[config.mk]
export PLATFORM = sky130hd
export DESIGN_NAME = muldiv_unit
export DESIGN_NICKNAME = d
export VERILOG_FILES = /design/src/rtl/muldiv_unit.sv
export SDC_FILE = /design/constraint.sdc
export NUM_CORES = 1
export LEC_CHECK = 0
export BUFFER_PORTS_ARGS = -buffer_cell sky130_fd_sc_hd__buf_2
export CAP_MARGIN = 20
export CELL_PAD_IN_SITES_DETAIL_PLACEMENT = 1
export CELL_PAD_IN_SITES_GLOBAL_PLACEMENT = 1
export CORE_MARGIN = 4
export CORE_UTILIZATION = 41
export CTS_CLUSTER_DIAMETER = 40
export DETAILED_ROUTE_END_ITERATION = 6
export PLACE_DENSITY_LB_ADDON = 0.08
export RECOVER_POWER = 50
export SLEW_MARGIN = 20
export SYNTH_ARGS = -nofsm -noshare
export SYNTH_HDL_FRONTEND = slang
export SYNTH_SLANG_ARGS = --single-unit
export TNS_END_PERCENT = 100
[constraint.sdc]
create_clock -name CLK -period 3.1 [get_ports CLK]
set_input_delay 0 -clock CLK [delete_from_list [all_inputs] [get_ports CLK]]
set_output_delay 0 -clock CLK [all_outputs]
set_load 0.01 [all_outputs]
[src/rtl/muldiv_unit.sv]
`default_nettype none
// ============================================================================
// Module      : muldiv_unit
// Description : Multi-cycle MIPS MULT/MULTU/DIV/DIVU sequencer that owns the
//               architectural HI/LO registers. Sits beside the EX-stage ALU,
//               runs a shift-add multiply or a restoring divide over WIDTH
//               iterations and raises busy so the pipeline stalls MFHI/MFLO
//               and further mul/div issue.
// Ports       : CLK     in   clock, all state updates on posedge
//               RST     in   synchronous reset, active-low
//               start   in   operation request, sampled only while idle
//               op      in   00 MULT, 01 MULTU, 10 DIV, 11 DIVU
//               Rdata1  in   rs: multiplicand / dividend, MTHI/MTLO data
//               Rdata2  in   rt: multiplier / divisor
//               mthi    in   write Rdata1 into HI (idle only)
//               mtlo    in   write Rdata1 into LO (idle only)
//               busy    out  sequencer not idle
//               done    out  one-cycle pulse, new HI/LO valid in that cycle
//               HI      out  product high half / remainder
//               LO      out  product low half / quotient
// Config      : FAST_MUL_EN - when defined, MULT/MULTU use a single-cycle
//               multiplier and skip the iterative phase (2-cycle latency).
// Revision    : 1.0 - initial release
// ============================================================================
module muldiv_unit #(
    parameter int WIDTH = 32
) (
    input  logic             CLK,
    input  logic             RST,
    input  logic             start,
    input  logic [1:0]       op,
    input  logic [WIDTH-1:0] Rdata1,
    input  logic [WIDTH-1:0] Rdata2,
    input  logic             mthi,
    input  logic             mtlo,
    output logic             busy,
    output logic             done,
    output logic [WIDTH-1:0] HI,
    output logic [WIDTH-1:0] LO
);

    localparam int                 c_CNT_W = $clog2(WIDTH) + 1;
    localparam logic [c_CNT_W-1:0] c_LAST  = c_CNT_W'(WIDTH - 1);

    typedef enum logic [1:0] {
        S_IDLE = 2'd0,
        S_CALC = 2'd1,
        S_FIX  = 2'd2
    } state_t;

    state_t               r_state;
    state_t               w_next;

    logic [c_CNT_W-1:0]   r_cnt;
    // Shared accumulator: multiply {partial product, multiplier},
    // divide {partial remainder, dividend/quotient}.
    logic [2*WIDTH-1:0]   r_acc;
    logic [WIDTH-1:0]     r_opb;     // multiplicand or divisor magnitude
    logic [WIDTH-1:0]     r_raw1;    // original rs, returned in HI on divide by zero
    logic                 r_is_div;
    logic                 r_neg_q;   // product / quotient sign
    logic                 r_neg_r;   // remainder sign
    logic                 r_done;
    logic [WIDTH-1:0]     r_hi;
    logic [WIDTH-1:0]     r_lo;

    // ------------------------------------------------------------------
    // Operand conditioning: signed ops work on magnitudes plus sign flags
    // ------------------------------------------------------------------
    logic                 w_signed;
    logic                 w_s1;
    logic                 w_s2;
    logic [WIDTH-1:0]     w_abs1;
    logic [WIDTH-1:0]     w_abs2;
    logic                 w_fast;

    assign w_signed = ~op[0];
    assign w_s1     = w_signed & Rdata1[WIDTH-1];
    assign w_s2     = w_signed & Rdata2[WIDTH-1];
    assign w_abs1   = w_s1 ? -Rdata1 : Rdata1;
    assign w_abs2   = w_s2 ? -Rdata2 : Rdata2;

`ifdef FAST_MUL_EN
    logic [2*WIDTH-1:0]   w_fast_prod;
    assign w_fast_prod = {{WIDTH{1'b0}}, w_abs1} * {{WIDTH{1'b0}}, w_abs2};
    assign w_fast      = ~op[1];
`else
    assign w_fast      = 1'b0;
`endif

    // ------------------------------------------------------------------
    // One iteration of each algorithm
    // ------------------------------------------------------------------
    logic [WIDTH:0]       w_mul_sum;
    logic [2*WIDTH-1:0]   w_mul_next;
    logic [WIDTH:0]       w_rem_sh;
    logic [WIDTH+1:0]     w_diff;
    logic [2*WIDTH-1:0]   w_div_next;

    // Add multiplicand into the upper half when the multiplier LSB is set,
    // then shift the whole accumulator right keeping the add carry.
    assign w_mul_sum  = {1'b0, r_acc[2*WIDTH-1:WIDTH]} + {1'b0, r_opb};
    assign w_mul_next = r_acc[0] ? {w_mul_sum, r_acc[WIDTH-1:1]}
                                 : {1'b0, r_acc[2*WIDTH-1:1]};

    // Shift remainder left pulling in the next dividend bit; the MSB of
    // the difference is the borrow, so a clear MSB means quotient bit 1.
    assign w_rem_sh   = {r_acc[2*WIDTH-1:WIDTH], r_acc[WIDTH-1]};
    assign w_diff     = {1'b0, w_rem_sh} - {2'b00, r_opb};
    assign w_div_next = w_diff[WIDTH+1]
                      ? {w_rem_sh[WIDTH-1:0], r_acc[WIDTH-2:0], 1'b0}
                      : {w_diff[WIDTH-1:0],   r_acc[WIDTH-2:0], 1'b1};

    // ------------------------------------------------------------------
    // Sign fix-up applied in the final state
    // ------------------------------------------------------------------
    logic [WIDTH-1:0]     w_q_mag;
    logic [WIDTH-1:0]     w_r_mag;
    logic [2*WIDTH-1:0]   w_prod;
    logic [WIDTH-1:0]     w_quo;
    logic [WIDTH-1:0]     w_rem;
    logic                 w_div0;

    assign w_q_mag = r_acc[WIDTH-1:0];
    assign w_r_mag = r_acc[2*WIDTH-1:WIDTH];
    assign w_prod  = r_neg_q ? -r_acc : r_acc;
    assign w_quo   = r_neg_q ? -w_q_mag : w_q_mag;
    assign w_rem   = r_neg_r ? -w_r_mag : w_r_mag;
    assign w_div0  = (r_opb == '0);

    // ------------------------------------------------------------------
    // FSM
    // ------------------------------------------------------------------
    always_ff @(posedge CLK) begin
        if (!RST) begin
            r_state <= S_IDLE;
        end else begin
            r_state <= w_next;
        end
    end

    always_comb begin
        w_next = r_state;
        case (r_state)
            S_IDLE: if (start) w_next = w_fast ? S_FIX : S_CALC;
            S_CALC: if (r_cnt == c_LAST) w_next = S_FIX;
            S_FIX:  w_next = S_IDLE;
            default: w_next = S_IDLE;
        endcase
    end

    // ------------------------------------------------------------------
    // Datapath and architectural registers
    // ------------------------------------------------------------------
    always_ff @(posedge CLK) begin
        if (!RST) begin
            r_cnt    <= '0;
            r_acc    <= '0;
            r_opb    <= '0;
            r_raw1   <= '0;
            r_is_div <= 1'b0;
            r_neg_q  <= 1'b0;
            r_neg_r  <= 1'b0;
            r_done   <= 1'b0;
            r_hi     <= '0;
            r_lo     <= '0;
        end else begin
            r_done <= 1'b0;
            case (r_state)
                S_IDLE: begin
                    if (start) begin
                        // start wins over a simultaneous MTHI/MTLO
                        r_cnt    <= '0;
                        r_is_div <= op[1];
                        r_neg_q  <= w_s1 ^ w_s2;
                        r_neg_r  <= w_s1;
                        r_raw1   <= Rdata1;
                        if (op[1]) begin
                            r_opb <= w_abs2;
                            r_acc <= {{WIDTH{1'b0}}, w_abs1};
                        end else begin
                            r_opb <= w_abs1;
`ifdef FAST_MUL_EN
                            r_acc <= w_fast_prod;
`else
                            r_acc <= {{WIDTH{1'b0}}, w_abs2};
`endif
                        end
                    end else begin
                        if (mthi) r_hi <= Rdata1;
                        if (mtlo) r_lo <= Rdata1;
                    end
                end
                S_CALC: begin
                    r_cnt <= r_cnt + c_CNT_W'(1);
                    r_acc <= r_is_div ? w_div_next : w_mul_next;
                end
                S_FIX: begin
                    r_done <= 1'b1;
                    if (!r_is_div) begin
                        r_hi <= w_prod[2*WIDTH-1:WIDTH];
                        r_lo <= w_prod[WIDTH-1:0];
                    end else if (w_div0) begin
                        r_hi <= r_raw1;
                        r_lo <= '1;
                    end else begin
                        r_hi <= w_rem;
                        r_lo <= w_quo;
                    end
                end
                default: ;
            endcase
        end
    end

    assign busy = (r_state != S_IDLE);
    assign done = r_done;
    assign HI   = r_hi;
    assign LO   = r_lo;

endmodule
`default_nettype wire

# == Word level (Yosys, flattened, before mapping) ==
# Index checks and enable logic that the tools add are counted.
# totals
inputBits,71
word_cells,69
out_inout_bits,66
ff_bits,204
# op_classes
n_mux,28
bitwise,4
eq_ne,8
n_addsub,8
n_reduce_logical,10
# op_table
operator,count
two-way mux 32 bit,14
two-way mux 64 bit,5
negation 32 bit,4
case mux 32 bit (2 select lines),2
case mux 64 bit (2 select lines),1
negation 64 bit,1
subtractor 33 x 32 -> 34 bit,1
adder 32 x 32 -> 33 bit,1
logical NOT 32 bit,1
case mux 6 bit (2 select lines),1
!= test 2 bit (second input constant),5
adder 6 x 1 -> 6 bit (second input constant),1
== test 6 x 5 -> 1 bit (second input constant),1
two-way mux 6 bit,1
AND reduction 2 bit,3
AND reduction 3 bit,2
nonzero test 2 bit,3
two-way mux 2 bit,2
case mux 2 bit (2 select lines),1
AND 1 bit,2
== test 2 x 1 -> 1 bit (second input constant),1
== test 2 bit (second input constant),1
logical NOT 2 bit,1
two-way mux 1 bit,1
2 further kinds,2

# == Logic depth before layout (Yosys ltp) ==
# depth
word_depth,6
mapped_depth,14
mapped_depth_nobuf,13

# == Worst setup path after synthesis ==
# OpenSTA, ideal clock, no wires.
# synth_path
path_type,flip-flop to flip-flop
start,register r_opb[20]
end,register r_acc[46]
arrival_ns,2.934
path_slack_ns,0.048
n_path_buf,1
synth_period_minus_slack_ns,3.052
path_stages_with_launch,12
cell_sequence,dfxtp_1 inv_1 ha_1 and2_1 or2_0 or3_1 a211oi_1 o31ai_1 a21boi_2 clkbuf_1 o211ai_1 a32o_1
# synth_between
elab_chain_cells,4
# synth_lines
item,line_no,rtl
start: declaration,58,logic [WIDTH-1:0] r_opb;
start signal: assignment,179,r_opb <= w_abs2;
start signal: assignment,182,r_opb <= w_abs1;
subtractor 33 x 32 -> 34 bit,109,"assign w_diff = {1'b0, w_rem_sh} - {2'b00, r_opb};"
two-way mux 64 bit,111,"? {w_rem_sh[WIDTH-1:0], r_acc[WIDTH-2:0], 1'b0}"
two-way mux 64 bit,196,r_acc <= r_is_div ? w_div_next : w_mul_next;
case mux 64 bit (2 select lines),169,case (r_state)
end signal: assignment,180,"r_acc <= {{WIDTH{1'b0}}, w_abs1};"
end signal: assignment,186,"r_acc <= {{WIDTH{1'b0}}, w_abs2};"
end signal: assignment,196,
end: declaration,57,logic [2*WIDTH-1:0] r_acc;
# Every way passes these cells.
# A chain may end at the register's enable or synchronous reset.

# == Worst setup path after layout ==
# layout_path
start,register r_acc[51]
end,register r_acc[39]
# layout_between
elab_chain_cells,4
# layout_lines
item,line_no
subtractor 33 x 32 -> 34 bit,109
two-way mux 64 bit,111
two-way mux 64 bit,196
case mux 64 bit (2 select lines),169
# Every way passes these cells.

==> impl_metrics.toml <==
[timing]
finalWorstSetupSlack_ns = 0.0625
slew_headroom_pct = 32.9
tightest_slew_ns = 1.01
period_share_pct = 98.0
skew_ns = 0.0190
period_needed_ns = 3.04
timing.fmax_ghz = 0.329
setup-violations-final = 0
hold_viol = 0
fin_tns_setup_ns = 0
rsz0062_at_grt = "true"
maxSlewViolCount = 0

[global_route]
grt_pass1_vias = 20300
grt_first_pass_wirelength_mm = 123
grt_overflow = 0
track_usage_pct = 35.3
grt_antenna_before_repair = 2
grt_max_degree = 62

[placement]
gp_routability_congestion = 0.972
port_buffers = 136
placed_area_sq_um = 19200
dpl.hpwl_mm = 62.0
place_ws_ns = -0.0956

[yosys]
syn-mean-instance-area_sq_um = 7.13
synthTopCellsByArea = "dfxtp_1, a21oi_1, nand2_1"
seq_area_frac_synth_pct = 24.1
syn_nets = 2521
synth_top_area_share_pct = 24.1
synth-main-ff-cell = "dfxtp_1"
yosys_warnings = 0
synth_cell_type_count = 80
syn_area_sq_um = 17000
async_flop_share_pct = 0
synth_top_cell_by_area = "dfxtp_1"
syn_inst = 2379
ys_seq_elements = 204
synth_edf_count = 0

[worst_setup_path]
arrival_ns = 3.50
cp-start-kind = "register"
critPathKind = "reg -> reg"
cpPeakStageDelay_ns = 0.44
critPathMaxFanout = 7
cp_num_buf_inv = 4
path_common_cell = "buf_4"
worst_path_max_delay_cell = "dfxtp_1"
end_kind = "register"
critical_path.top_delay_family = "simple AND/OR/NAND/NOR gates"
crit_chain = "ha_4, and2_1, or2_1, or3_4, a211oi_2, buf_4, o31ai_4, a21boi_4, buf_4, clkbuf_16, buf_4, a21oi_1, o221ai_1"
critPathRequiredTime_ns = 3.56

[detailed_routing]
drt_iter0_drc = 1470
drc = 0
viasPerCell = 6.23
avgRoutedWirePerCell_um = 25.8
dr_total_vias = 20000
routed_wl_mm = 82.8
drtPass1Iterations = 5
final_antenna_net_count = 0

[floorplanning]
start_util_pct = 41.5
pin_count = 137
rows = 74
die_area_sq_um = 44700
core_sq_um = 40800
die_h_um = 211
fp.dieW_um = 211

[cells_and_area]
regArea_sq_um = 4100
multiInputGateArea_sq_um = 12100
fin_nets = 2779
final_layout_size_suffix_gt1_share_pct = 17.6
fillers = 5118
area_growth_pct = 27.0
n_antenna_cell = 0
fin_area_sq_um = 21500

[power]
leakage_nw = 8.51
power_density_nw_per_um2 = 536
peakVddDrop_mv = 0.385

[cts]
clock-sinks = 204
numCtsBuffers = 43
clk_latency_ns = 0.57
cts.htree.levels = 2
cts_buffer_depth = 3
clock-root-buffer = "clkbuf_16"
clk_pin_slew_ns = 0.05
cts_tree = "built"

[run]
maxCapViolations = 0

[status]
run_status = "completed"

[min_path]
hold_path_class = "in -> reg"
## report_power, final
part           leakage [nW]  total, mW  internal, mW  switching (mW)
Clock                 0.724       4.92          3.25            1.67
Sequential             1.67       2.96          2.80           0.167
Combinational          6.11       3.66          1.43            2.23
## logic make-up (layout without fill, tap and decap cells)
group	after synthesis	in the layout	share of synthesized area [%]
flops	204	204	24.1
simple gates	770	770	20.8
xor+xnor	198	198	10.2
mux	51	51	3.03
fa+ha+maj	71	71	5.33
buf+inv	277	570	6.31
compound gates	808	808	30.2
## placed cells by master, fill, tap and decap left out, drive strengths merged, types with 23 or more instances in the layout
master	n
nand3	42
nor2	208
o31ai	40
a221oi	23
inv	76
buf	300
nand4	26
dfxtp	204
nor4	27
xnor2	125
o21ai	186
a211oi	63
dlygate4sd3	42
o211ai	47
ha	69
clkbuf	132
xor2	73
a21oi	269
mux2i	48
nor3	33
nand2	309
o221ai	39
## routing by layer
layer	up-vias	global-route usage (%)	routed length (um)
met5	-	0	13
met4	2	17.8	4670
met2	663	59.9	39700
met3	240	5.25	5040
li1	9119	-	-
met1	9948	43.6	33400
## registers in the layout, summed over array words and instances (netlist names)
register  cells
r_is_div      1
r_state       2
r_neg_q       1
LO           32
r_raw1       32
r_neg_r       1
r_acc        64
r_cnt         6
r_opb        32
HI           32
done          1
## path summary, 6_finish.rpt
path	from	to	slack (ns)	depth (start not counted)
max	r_acc[51]$_SDFFE_PN0P_	r_acc[39]$_SDFFE_PN0P_	0.06	13
max reg2reg	r_acc[51]$_SDFFE_PN0P_	r_acc[39]$_SDFFE_PN0P_	0.06	13
min	Rdata2[28]	r_acc[28]$_SDFFE_PN0P_	0.02	4
min reg2reg	r_raw1[16]$_SDFFE_PN0P_	r_raw1[16]$_SDFFE_PN0P_	0.46	2
## worst reg2reg max path: cells and delay by family, from the launching register on
kind                       cells  cell delay [ns]
AOI/OAI and AO/OA              5             0.80
and+or+nand+nor                3             0.81
DFF                            1             0.44
buffers and inverters          4             0.63
adders and majority gates      1             0.25
## stage by stage
step	hold WS [ns]	power, mW	utilization, %	std cells
finish	0.0180	11.5	52.7	3204
global route	0.0219	12.0	52.7	3204
CTS	0.0108	11.3	52.1	3187
detailed placement	0.351	6.30	47.1	3061
global placement	0.345	6.22	47.1	3061
floorplan	0.136	4.92	-	2379
## Yosys cell counts (all sizes together), types with 48 or more instances
cell	n
a211oi	63
clkbuf	179
inv	73
nand2	309
nor2	208
ha	69
dfxtp	204
xor2	73
a21oi	269
o21ai	186
xnor2	125
mux2i	48
## cell type report
cell class / instances / area share [%]
sequential: 204 / 19.0
timing repair buffer: 417 / 13.4
clock inverter: 23 / 1.47
clock buffer: 57 / 5.62
multi-input combinational: 1898 / 56.2
inverter: 73 / 1.28
tap: 532 / 3.09
## repair_timing
action                                 in CTS  in global routing
pin swaps                                   3                 22
endpoints found under the hold margin      96                  0
cloned                                      1                  1
resized for setup                          14                 57
setup endpoints to repair                  19                 46
hold buffers                               42                  0
setup buffers                               3                 16
No activity file was read; power rests on OpenSTA's default activity.
